$ cat src/rtl/issue_alu_queue_pkg.sv
// Shared issue/commit pack types and queue defaults used by the ALU issue queue.
// No latency or backpressure of its own; types only.
package issue_alu_queue_pkg;

    localparam int ROB_ID_W          = 7;
    localparam int ALU_QUEUE_DEPTH   = 4;

    typedef struct packed {
        logic                enable;
        logic                valid;
        logic [ROB_ID_W-1:0] rob_id;
        logic [3:0]          op;
        logic [4:0]          rd;
        logic [31:0]         src1;
        logic [31:0]         src2;
    } issue_execute_pack_t;

    typedef struct packed {
        logic                enable;
        logic                flush;
        logic [ROB_ID_W-1:0] commit_rob_id;
        logic [1:0]          commit_num;
    } commit_feedback_pack_t;

endpackage

$ cat src/rtl/fifo_ptr_ctrl.sv
// Wrap-bit read/write pointer control with full/empty/free-space flags.
// Flags are registered-state only; push/pop accept is combinational from the request.
// Push is refused while full (no same-cycle pop credit); flush overrides push and pop.
module fifo_ptr_ctrl #(
    parameter  int DEPTH = 4,
    localparam int PTR_W = $clog2(DEPTH)
) (
    input  logic           clk,
    input  logic           rst_n,
    input  logic           push_i,
    input  logic           pop_i,
    input  logic           flush_i,
    output logic [PTR_W:0] rptr_o,
    output logic [PTR_W:0] wptr_o,
    output logic           full_o,
    output logic           empty_o,
    output logic [PTR_W:0] free_space_o,
    output logic           push_accept_o,
    output logic           pop_accept_o
);

    localparam logic [PTR_W:0] DEPTH_L = (PTR_W+1)'(DEPTH);
    localparam logic [PTR_W:0] ONE     = (PTR_W+1)'(1);

    logic [PTR_W:0] rptr_q, rptr_d;
    logic [PTR_W:0] wptr_q, wptr_d;

    assign empty_o = (rptr_q == wptr_q);
    assign full_o  = (rptr_q[PTR_W-1:0] == wptr_q[PTR_W-1:0]) &&
                     (rptr_q[PTR_W] != wptr_q[PTR_W]);

    assign push_accept_o = push_i & ~full_o  & ~flush_i;
    assign pop_accept_o  = pop_i  & ~empty_o & ~flush_i;

    // Modular subtraction gives the occupancy correctly across pointer wraps.
    assign free_space_o = DEPTH_L - (wptr_q - rptr_q);

    assign rptr_o = rptr_q;
    assign wptr_o = wptr_q;

    always_comb begin
        rptr_d = rptr_q;
        wptr_d = wptr_q;
        if (flush_i) begin
            rptr_d = '0;
            wptr_d = '0;
        end else begin
            if (pop_accept_o)  rptr_d = rptr_q + ONE;
            if (push_accept_o) wptr_d = wptr_q + ONE;
        end
    end

    always_ff @(posedge clk or negedge rst_n) begin
        if (!rst_n) begin
            rptr_q <= '0;
            wptr_q <= '0;
        end else begin
            rptr_q <= rptr_d;
            wptr_q <= wptr_d;
        end
    end

endmodule

$ cat src/rtl/issue_alu_queue.sv
// Per-ALU-unit issue queue: oldest entry shown combinationally to execute_alu.
// Push to data_out visible next cycle (no bypass); pop consumes head same cycle.
// Issue throttles on full/free_space; a commit flush empties the queue.
module issue_alu_queue
    import issue_alu_queue_pkg::*;
#(
    parameter  int DEPTH = ALU_QUEUE_DEPTH,
    localparam int PTR_W = $clog2(DEPTH)
) (
    input  logic                  clk,
    input  logic                  rst,
    input  issue_execute_pack_t   issue_alu_fifo_data_in,
    input  logic                  issue_alu_fifo_push,
    output logic                  issue_alu_fifo_full,
    output logic [PTR_W:0]        issue_alu_fifo_free_space,
    output issue_execute_pack_t   issue_alu_fifo_data_out,
    output logic                  issue_alu_fifo_data_out_valid,
    input  logic                  issue_alu_fifo_pop,
    input  commit_feedback_pack_t commit_feedback_pack
);

    logic [PTR_W:0] rptr;
    logic [PTR_W:0] wptr;
    logic           empty;
    logic           push_accept;
    logic           pop_accept;
    logic           flush_req;

    issue_execute_pack_t mem_q [DEPTH];

    assign flush_req = commit_feedback_pack.enable & commit_feedback_pack.flush;

    fifo_ptr_ctrl #(
        .DEPTH (DEPTH)
    ) u_ptr_ctrl (
        .clk           (clk),
        .rst_n         (rst),
        .push_i        (issue_alu_fifo_push),
        .pop_i         (issue_alu_fifo_pop),
        .flush_i       (flush_req),
        .rptr_o        (rptr),
        .wptr_o        (wptr),
        .full_o        (issue_alu_fifo_full),
        .empty_o       (empty),
        .free_space_o  (issue_alu_fifo_free_space),
        .push_accept_o (push_accept),
        .pop_accept_o  (pop_accept)
    );

    // Storage is not reset: the pointers alone define which entries are live.
    always_ff @(posedge clk) begin
        if (push_accept) begin
            mem_q[wptr[PTR_W-1:0]] <= issue_alu_fifo_data_in;
        end
    end

    assign issue_alu_fifo_data_out       = mem_q[rptr[PTR_W-1:0]];
    assign issue_alu_fifo_data_out_valid = ~empty;

    logic unused_bits;
    assign unused_bits = ^{rptr[PTR_W], wptr[PTR_W], pop_accept,
                           commit_feedback_pack.commit_rob_id,
                           commit_feedback_pack.commit_num};

endmodule

$ cat config.mk
export PLATFORM = sky130hd
export DESIGN_NAME = issue_alu_queue
export DESIGN_NICKNAME = d
export VERILOG_FILES = /design/src/rtl/issue_alu_queue_pkg.sv /design/src/rtl/fifo_ptr_ctrl.sv /design/src/rtl/issue_alu_queue.sv
export SDC_FILE = /design/constraint.sdc
export NUM_CORES = 1
export LEC_CHECK = 0
export ABC_AREA = 1
export BUFFER_PORTS_ARGS = -buffer_cell sky130_fd_sc_hd__buf_2
export CORE_AREA = 10 10 156 158
export DETAILED_ROUTE_END_ITERATION = 12
export DIE_AREA = 0 0 166 168
export PLACE_DENSITY = 0.83
export SKIP_CTS_REPAIR_TIMING = 1
export SLEW_MARGIN = 20
export SYNTH_ARGS = -nofsm -noshare
export SYNTH_HDL_FRONTEND = slang
export SYNTH_SLANG_ARGS = --single-unit
$ cat constraint.sdc
create_clock -name clk -period 12.81 [get_ports clk]
set_input_delay 2.562 -clock clk [delete_from_list [all_inputs] [get_ports clk]]
set_output_delay 2.562 -clock clk [all_outputs]
set_load 0.01 [all_outputs]
=== Yosys cells after proc, flatten, opt, wreduce, memory -nomap -nowiden ===
Memories as Yosys holds them, arrays and structs flattened.
Index checks and enable logic that the tools add are counted.

* Register bits after elaboration: 6
* Bits in writable memories: 328
* Output and inout port bits: 87
* Logic and storage cells: 27
* Memories: 1

{| class="wikitable"
|+ Memories
! memory !! depth !! width !! rd ports !! clocked after Yosys merged registers in !! wr ports !! line !! source
|-
| mem_q || 4 || 82 || 1 || 0 || 1 || issue_alu_queue.sv:29 || <nowiki>issue_execute_pack_t mem_q [DEPTH];</nowiki>
|}

* Add/sub/neg operators: 4
* Equality and inequality tests: 3
* Mux-type cells: 6
* Bitwise operators: 8
* Reduce and logical (&&, ||, !) cells: 3

{| class="wikitable"
|+ Operators by type and width
! kind !! number
|-
| 3-bit two-way mux || 4
|-
| 3-bit by 1-bit adder with 3-bit output, second input constant || 2
|-
| 1-bit bitwise AND || 5
|-
| 2-bit nonzero test || 2
|-
| 3-bit == test || 1
|-
| 1-bit NOT || 3
|-
| 3-bit subtractor || 1
|-
| 3-bit subtractor, first input constant || 1
|-
| 2-bit == test || 1
|-
| 1-bit two-way mux || 2
|-
| 1-bit logical AND || 1
|-
| 1-bit != test || 1
|}

=== Logic depth before layout (Yosys ltp) ===
Gate-level depths: netlist (run 1).

* Depth in word-level cells: 7
* Mapped depth: 11
* Mapped depth without buffers: 8

=== Modules after synthesis ===
From an unflattened synthesis (run 1), not the netlist that was laid out.

* Cells, all modules: 1358
* Area total of the unflattened synthesis: 14305.0 um^2

{| class="wikitable"
|+ Modules (own cells, without submodules)
! module !! times used !! cells each !! area an instance (um^2) !! sequential area each (um^2)
|-
| issue_alu_queue || 1 || 1295 || 13840.8 || 9849.4
|-
| fifo_ptr_ctrl || 1 || 63 || 464.2 || 150.1
|}

=== Worst setup path after synthesis (run 1) ===
OpenSTA, ideal clock, no wires.

* Path type: in2reg
* Start: input port commit_feedback_pack[10] (netlist name)
* End: memory mem_q[0][0] (netlist name), enable pin
* Arrival time: 6237 ps
* Required time: 12287 ps
* Setup slack: 6050 ps
* Stages on the path: 3
* Buffers on the path: 0
* Cell sequence: nand2_1 -> nand3_1 -> nor2_1

* Word-level cells in the longest chain between the ends: 5

{| class="wikitable"
|+ Ends and longest elaborated chain
! what !! line !! source
|-
| start, declared || issue_alu_queue.sv:19 || <nowiki>input commit_feedback_pack_t commit_feedback_pack</nowiki>
|-
| 1-bit bitwise AND || issue_alu_queue.sv:31 || <nowiki>assign flush_req = commit_feedback_pack.enable & commit_feedback_pack.flush;</nowiki>
|-
| 1-bit NOT || fifo_ptr_ctrl.sv:32 || <nowiki>assign push_accept_o = push_i & ~full_o & ~flush_i;</nowiki>
|-
| 1-bit bitwise AND || fifo_ptr_ctrl.sv:32 ||
|-
| 1-bit two-way mux || issue_alu_queue.sv:52 || <nowiki>if (push_accept) begin</nowiki>
|-
| 1-bit two-way mux (implied by the code) || issue_alu_queue.sv:53 || <nowiki>mem_q[wptr[PTR_W-1:0]] <= issue_alu_fifo_data_in;</nowiki>
|-
| end, declared || issue_alu_queue.sv:29 ||
|}

Every way passes these cells.

==> impl_metrics.toml, run 1 <==
[finish]
instances_no_fill = 1334
final_cell_area_mm2 = 0.0147
area_growth_pct = 16.2
layout-drive-gt1-share = 0.231
layout_common_cells = "edfxtp_1, buf_2, nor2_1, o21ai_0, o22ai_1"
final_common_cell = "edfxtp_1"
nets = 1133

[timing]
relSlewSlack = 0.338
worstMarginPinSlew_ns = 0.992
rsz0062_at_grt = "false"
finalSetupViolCount = 0
timing.fmax_ghz = 0.165
period_needed_ns = 6.06
hold_viol_final = 0
drv_slew = 0
fin_crit_sh = 0.473
fin_tns_setup_ns = 0
fin_hold_ws_ns = 0.583
skew_ns = 0.00492

[detailed_routing]
drc_errors = 0
vias_per_cell = 5.81
firstDrtPassIters = 5
wl_per_cell_um = 20.1
drt_iter0_drc = 621
postRouteAntennaNets = 0
vias = 7746
drt_wl_total_um = 26800

[global_routing]
grt_first_pass_wirelength_um = 40500
antenna_found_initial = 3
grt_pass1_vias = 7664
grt_max_degree = 101
track_usage = 0.180
grt_overflow = 0

[pwr]
pwr-share-comb = 0.283
p_sw_frac = 0.325
powerDensity_mw_per_mm2 = 223
pwr-share-clk = 0.279
total_power_uw = 3280
power_frac_seq = 0.439
intPower_uw = 2220
irDropWorstVdd_mv = 0.195
switching_power_uw = 1070
leakage_uw = 0.00517

[critical_path]
cp-end-kind = "output pin"
crit_required_ns = 10.25
critPathArrivalTime_ns = 3.50
worstSetupPathType = "register to output pin"
cp-start-kind = "register"
critPathMaxFanout = 90

[floorplanning]
rows = 54
core_mm2 = 0.0214
dieArea_mm2 = 0.0279
io_pins = 184
initial_core_util = 0.591
die-height_um = 168
fp.dieW_um = 166

[placement]
place_congestion = 0.755
dp.final_hpwl_um = 15200
dp.cells = 1274
placed_cell_area_mm2 = 0.0136
port_buffers = 174

[synth]
synth_nets = 968
synthesis.area_mm2 = 0.0127
yosysSeqAreaShare = 0.790
avgSynthCellArea_um2 = 14.7
ys_ff_latch = 334
synthDistinctLibCells = 20
yosys_warnings = 0
synth_cells = 863

[clock_network]
cts-buffers-inserted = 31
cts_tree = "built"
cts_htree_levels = 1
clk_latency_ns = 0.54
cts.sinks = 334
clk_pin_slew_ns = 0.06
clockBufferDepth = 3
cts_root_buf = "clkbuf_16"

[status]
status = "finished clean"

[hold_path]
min_path_type = "register to register"

[job]
drv_cap = 0
## area by class of cell
class | count | area [µm²]
clock inverters | 22 | 249
multi-input cells | 460 | 2270
inverters | 15 | 58.8
flip-flops and latches | 334 | 10000
diodes | 2 | 5.00
fillers | 1430 | 6710
repair buffers | 186 | 973
clock buffers | 35 | 791
well taps | 280 | 350
## worst max-delay path, cell delays in order (launching register included)
cell and delay, ns:
dfrtp_4 0.72, inv_4 0.77, buf_4 0.79, o21ai_0 0.16
o22ai_1 0.22, buf_2 0.19
## registers in the layout, indices dropped and copies added, names as in the netlist
signal / cells
u_ptr_ctrl.rptr_o: 3
mem_q: 328
u_ptr_ctrl.wptr_o: 3
## cell usage after synthesis
library cell	n	area [µm²]
buf_4	11	82.6
xnor2_1	1	8.76
o21ai_0	108	541
o21ai_1	56	280
nor2_1	170	638
inv_4	1	6.26
inv_1	13	48.8
ha_1	8	100
dfrtp_1	6	150
clkinv_1	1	3.75
xor2_1	1	8.76
nand4_1	6	37.5
buf_6	13	146
clkbuf_1	24	90.1
clkbuf_2	4	20.0
nand3_1	9	45.0
o22ai_1	82	513
buf_2	2	10.0
nand2_1	19	71.3
edfxtp_1	328	9850
## layer usage
metal  vias up  GRT usage  wire length (µm)
li1       3587          -                 -
met2       343      0.317             13800
met3        59     0.0373              2090
met4         0     0.0628               673
met1      3757      0.216             10200
met5         -          0                 0
## final timing paths
path                                      start                          end  slack, ns  cells past startpoint
setup reg to reg           u_ptr_ctrl.rptr_o[0]                 mem_q[3][71]       8.33                      9
max in group asynchronous                   rst         u_ptr_ctrl.rptr_o[0]      10.80                      1
hold reg to reg            u_ptr_ctrl.wptr_o[1]         u_ptr_ctrl.wptr_o[1]       0.58                      2
min in group asynchronous                   rst         u_ptr_ctrl.rptr_o[2]       1.84                      1
setup / recovery           u_ptr_ctrl.rptr_o[0]  issue_alu_fifo_data_out[79]       6.75                      5
hold / removal             u_ptr_ctrl.wptr_o[1]         u_ptr_ctrl.wptr_o[1]       0.58                      2
## cell families after synthesis
family / Yosys count / synth area share
XOR/XNOR: 2 / 0.00138
AND/OR/NAND/NOR: 204 / 0.0626
buffers and inverters: 69 / 0.0322
adder cells (fa/ha/maj): 8 / 0.00791
flip-flops: 334 / 0.790
AO/OA/AOI/OAI: 246 / 0.105
## through the flow
| stage | worst slack, ns | util |
|---|---|---|
| final | 6.75 | 0.687 |
| after global routing | 6.57 | 0.687 |
| after CTS | 6.74 | 0.685 |
| after detailed placement | 7.26 | 0.637 |
| after global placement | 7.25 | 0.637 |
| after floorplan | 6.05 | - |
## power by group through the flow
stage | clock network [µW] | registers (µW) | logic [µW]
2_1_floorplan | 0 | 1450 | 620
6_report | 914 | 1440 | 928
4_1_cts | 926 | 1440 | 943
5_1_grt | 967 | 1450 | 1020
3_3_place_gp | 0 | 1450 | 912
3_5_place_dp | 0 | 1460 | 938
(Power assumes the default switching activity.)
==> run 2, diff against run 1 <==
- ABC_AREA: 1 -> 0
- CORE_AREA: 10 10 156 158 -> 10 10 160 162
- DIE_AREA: 0 0 166 168 -> 0 0 170 172
- PLACE_DENSITY: 0.83 -> 0.78
- clock period: 12.81 -> 6.3 ns (I/O delays scaled with it)
==> impl_metrics.toml, run 2 <==
[hold_path]
min_path_type = "input port to async pin"

[synth]
synth_top_area_cell = "edfxtp_1"
yosys_warnings = 0
yosysMostFrequentCell = "edfxtp_1"
synthArstFlopShare = 0.0180
ys_ff_latch = 334
synthesis.area_mm2 = 0.0124
synth_edf_count = 328
synth_cells = 486
avgSynthCellArea_um2 = 25.5
yosysSeqAreaShare = 0.807
synth_nets = 591
synthDistinctLibCells = 31
synth.top_cells.by_count = "edfxtp_1, mux4_2, buf_6, ha_1, buf_2"
synth_top_area_frac = 0.795
synth_top_cells_by_area = "edfxtp_1, mux4_2, dfrtp_1, ha_1, buf_6"
ys.flop_type = "edfxtp_1"

[critical_path]
r2r-end = "mem_q[1][67]"
cp_slowest_cell = "dfrtp_4"
crit_start = "u_ptr_ctrl.rptr_o[0]"
rrSetupSlack_ns = 2.60
cp-end-kind = "output pin"
critPathArrivalTime_ns = 2.97
r2r_cells = 6
crit_chain = "buf_4 > mux4_2 > buf_2"
crit_required_ns = 5.04
worstSetupPathType = "register to output pin"
critPathMaxFanout = 38
slowest_delay_ns = 0.93
cp-start-kind = "register"
r2r_start = "u_ptr_ctrl.rptr_o[0]"
worstSetupEndpoint = "issue_alu_fifo_data_out[20]"

[pwr]
intPower_uw = 4780
p_sw_frac = 0.279
switching_power_uw = 1850
power_frac_seq = 0.452
pwr-share-comb = 0.256
powerDensity_mw_per_mm2 = 453
pwr-share-clk = 0.292
leakage_uw = 0.00497
irDropWorstVdd_mv = 0.452

[global_routing]
grt_pass1_vias = 6327
top_usage_layer = "met2"
grt_util_met2 = 0.281
grt_overflow = 0
grt_first_pass_wirelength_um = 35800
track_usage = 0.161
grt_use_met3 = 0.0378
antenna_found_initial = 3
grt_max_degree = 60
grtUsageMet1 = 0.194

[finish]
final_common_cell = "edfxtp_1"
area_growth_pct = 18.1
largest_reg_flops = 328
layout_common_cells = "edfxtp_1, buf_2, mux4_2, clkbuf_16, clkinv_1"
layout-drive-gt1-share = 0.445
nets = 788

[status]
status = "finished clean"

[timing]
rsz0062_at_grt = "false"
timing.fmax_ghz = 0.236
timing.final.ws_setup_ns = 2.07
fin_tns_setup_ns = 0
fin_crit_sh = 0.672
finalSetupViolCount = 0
skew_ns = 0.0101
fin_hold_ws_ns = 0.584
relSlewSlack = 0.374
worstMarginPinSlew_ns = 0.940
period_needed_ns = 4.23
drv_slew = 0
hold_viol_final = 0

[detailed_routing]
postRouteAntennaNets = 0
drt_wl_total_um = 23600
vias_per_cell = 5.79
wl_per_cell_um = 23.8
firstDrtPassIters = 5
drt_iter0_drc = 341
drc_errors = 0
vias = 5746

[placement]
dp_slack_ns = 2.50
dp.final_hpwl_um = 14500
place_congestion = 0.769
port_buffers = 174

[floorplanning]
die-height_um = 172
core_mm2 = 0.0224
io_pins = 184
rows = 55
initial_core_util = 0.554
dieArea_mm2 = 0.0292
fp.dieW_um = 170

[clock_network]
cts_root_buf = "clkbuf_16"
clockBufferDepth = 3
cts-buffers-inserted = 34
cts.sinks = 334
clk_pin_slew_ns = 0.05
cts_tree = "built"
clk_latency_ns = 0.49
cts_htree_levels = 2

[job]
drv_cap = 0
run 2: cell types whose count changed in the layout (fill, tap and decap cells not counted), sizes merged, moves of 6 or more:
| cell | before | now |
|---|---|---|
| inv | 15 | 5 |
| o21ai | 164 | 1 |
| nor2 | 170 | 1 |
| nand2 | 19 | 6 |
| o22ai | 82 | 0 |
| clkbuf | 35 | 43 |
| nand3 | 9 | 2 |
| mux4 | 0 | 82 |
| clkinvlp | 6 | 0 |
run 2: final cells by class:
cell class	instances	area [µm²]
inverter	5	18.8
antenna	3	7.51
sequential	334	10000
clock buffer	43	948
tap	285	357
fill	1428	7730
clock inverter	15	136
timing repair buffer	181	923
multi-input combinational	127	2240
run 2: worst max-delay path, delay by kind of cell, from the launching register on:
kind	cells	cell delay, ns
mux	1	0.63
buf+inv	2	0.90
flops	1	0.93
run 2: worst min-delay path by stage:
stage	slack (ns)	end
final	0.58	u_ptr_ctrl.wptr_o[2]
after global routing	0.57	u_ptr_ctrl.rptr_o[2]
after detailed placement	0.65	u_ptr_ctrl.wptr_o[0]
after global placement	0.58	u_ptr_ctrl.wptr_o[0]
after floorplan	0.56	u_ptr_ctrl.wptr_o[0]
after CTS	0.57	u_ptr_ctrl.wptr_o[2]
run 2: per-stage QoR:
stage           util  area [µm²]  power, µW  cells
3_5_place_dp   0.606       13500       4770    932
4_1_cts        0.654       14600       6720    990
6_report       0.654       14600       6630    993
2_1_floorplan      -       12400       4160    486
5_1_grt        0.654       14600       6930    991
3_3_place_gp   0.606       13500       4710    932
run 2: kinds of logic (layout without fill, tap and decap cells):
logic type,count (synthesis),in the layout,synth area share
compound gates,11,11,0.00646
buf+inv,25,244,0.0140
simple gates,20,20,0.00899
flops,334,334,0.807
fa+ha+maj,8,8,0.00808
other cells,0,3,0
xor+xnor,4,4,0.00495
mux,84,84,0.151
run 2: per-layer routing:
layer  wire length (µm)  up-vias
met5                  0        -
met2              12600      167
met3               1350       41
met4                517        0
li1                   -     2500
met1               9140     3038
run 2: power groups by stage:
stage / Sequential (µW) / Combinational, µW / Clock [µW]
final: 3000 / 1690 / 1940
after global routing: 3040 / 1830 / 2070
after CTS: 3010 / 1740 / 1980
after detailed placement: 3050 / 1720 / 0
after global placement: 3020 / 1690 / 0
after floorplan: 2930 / 1230 / 0
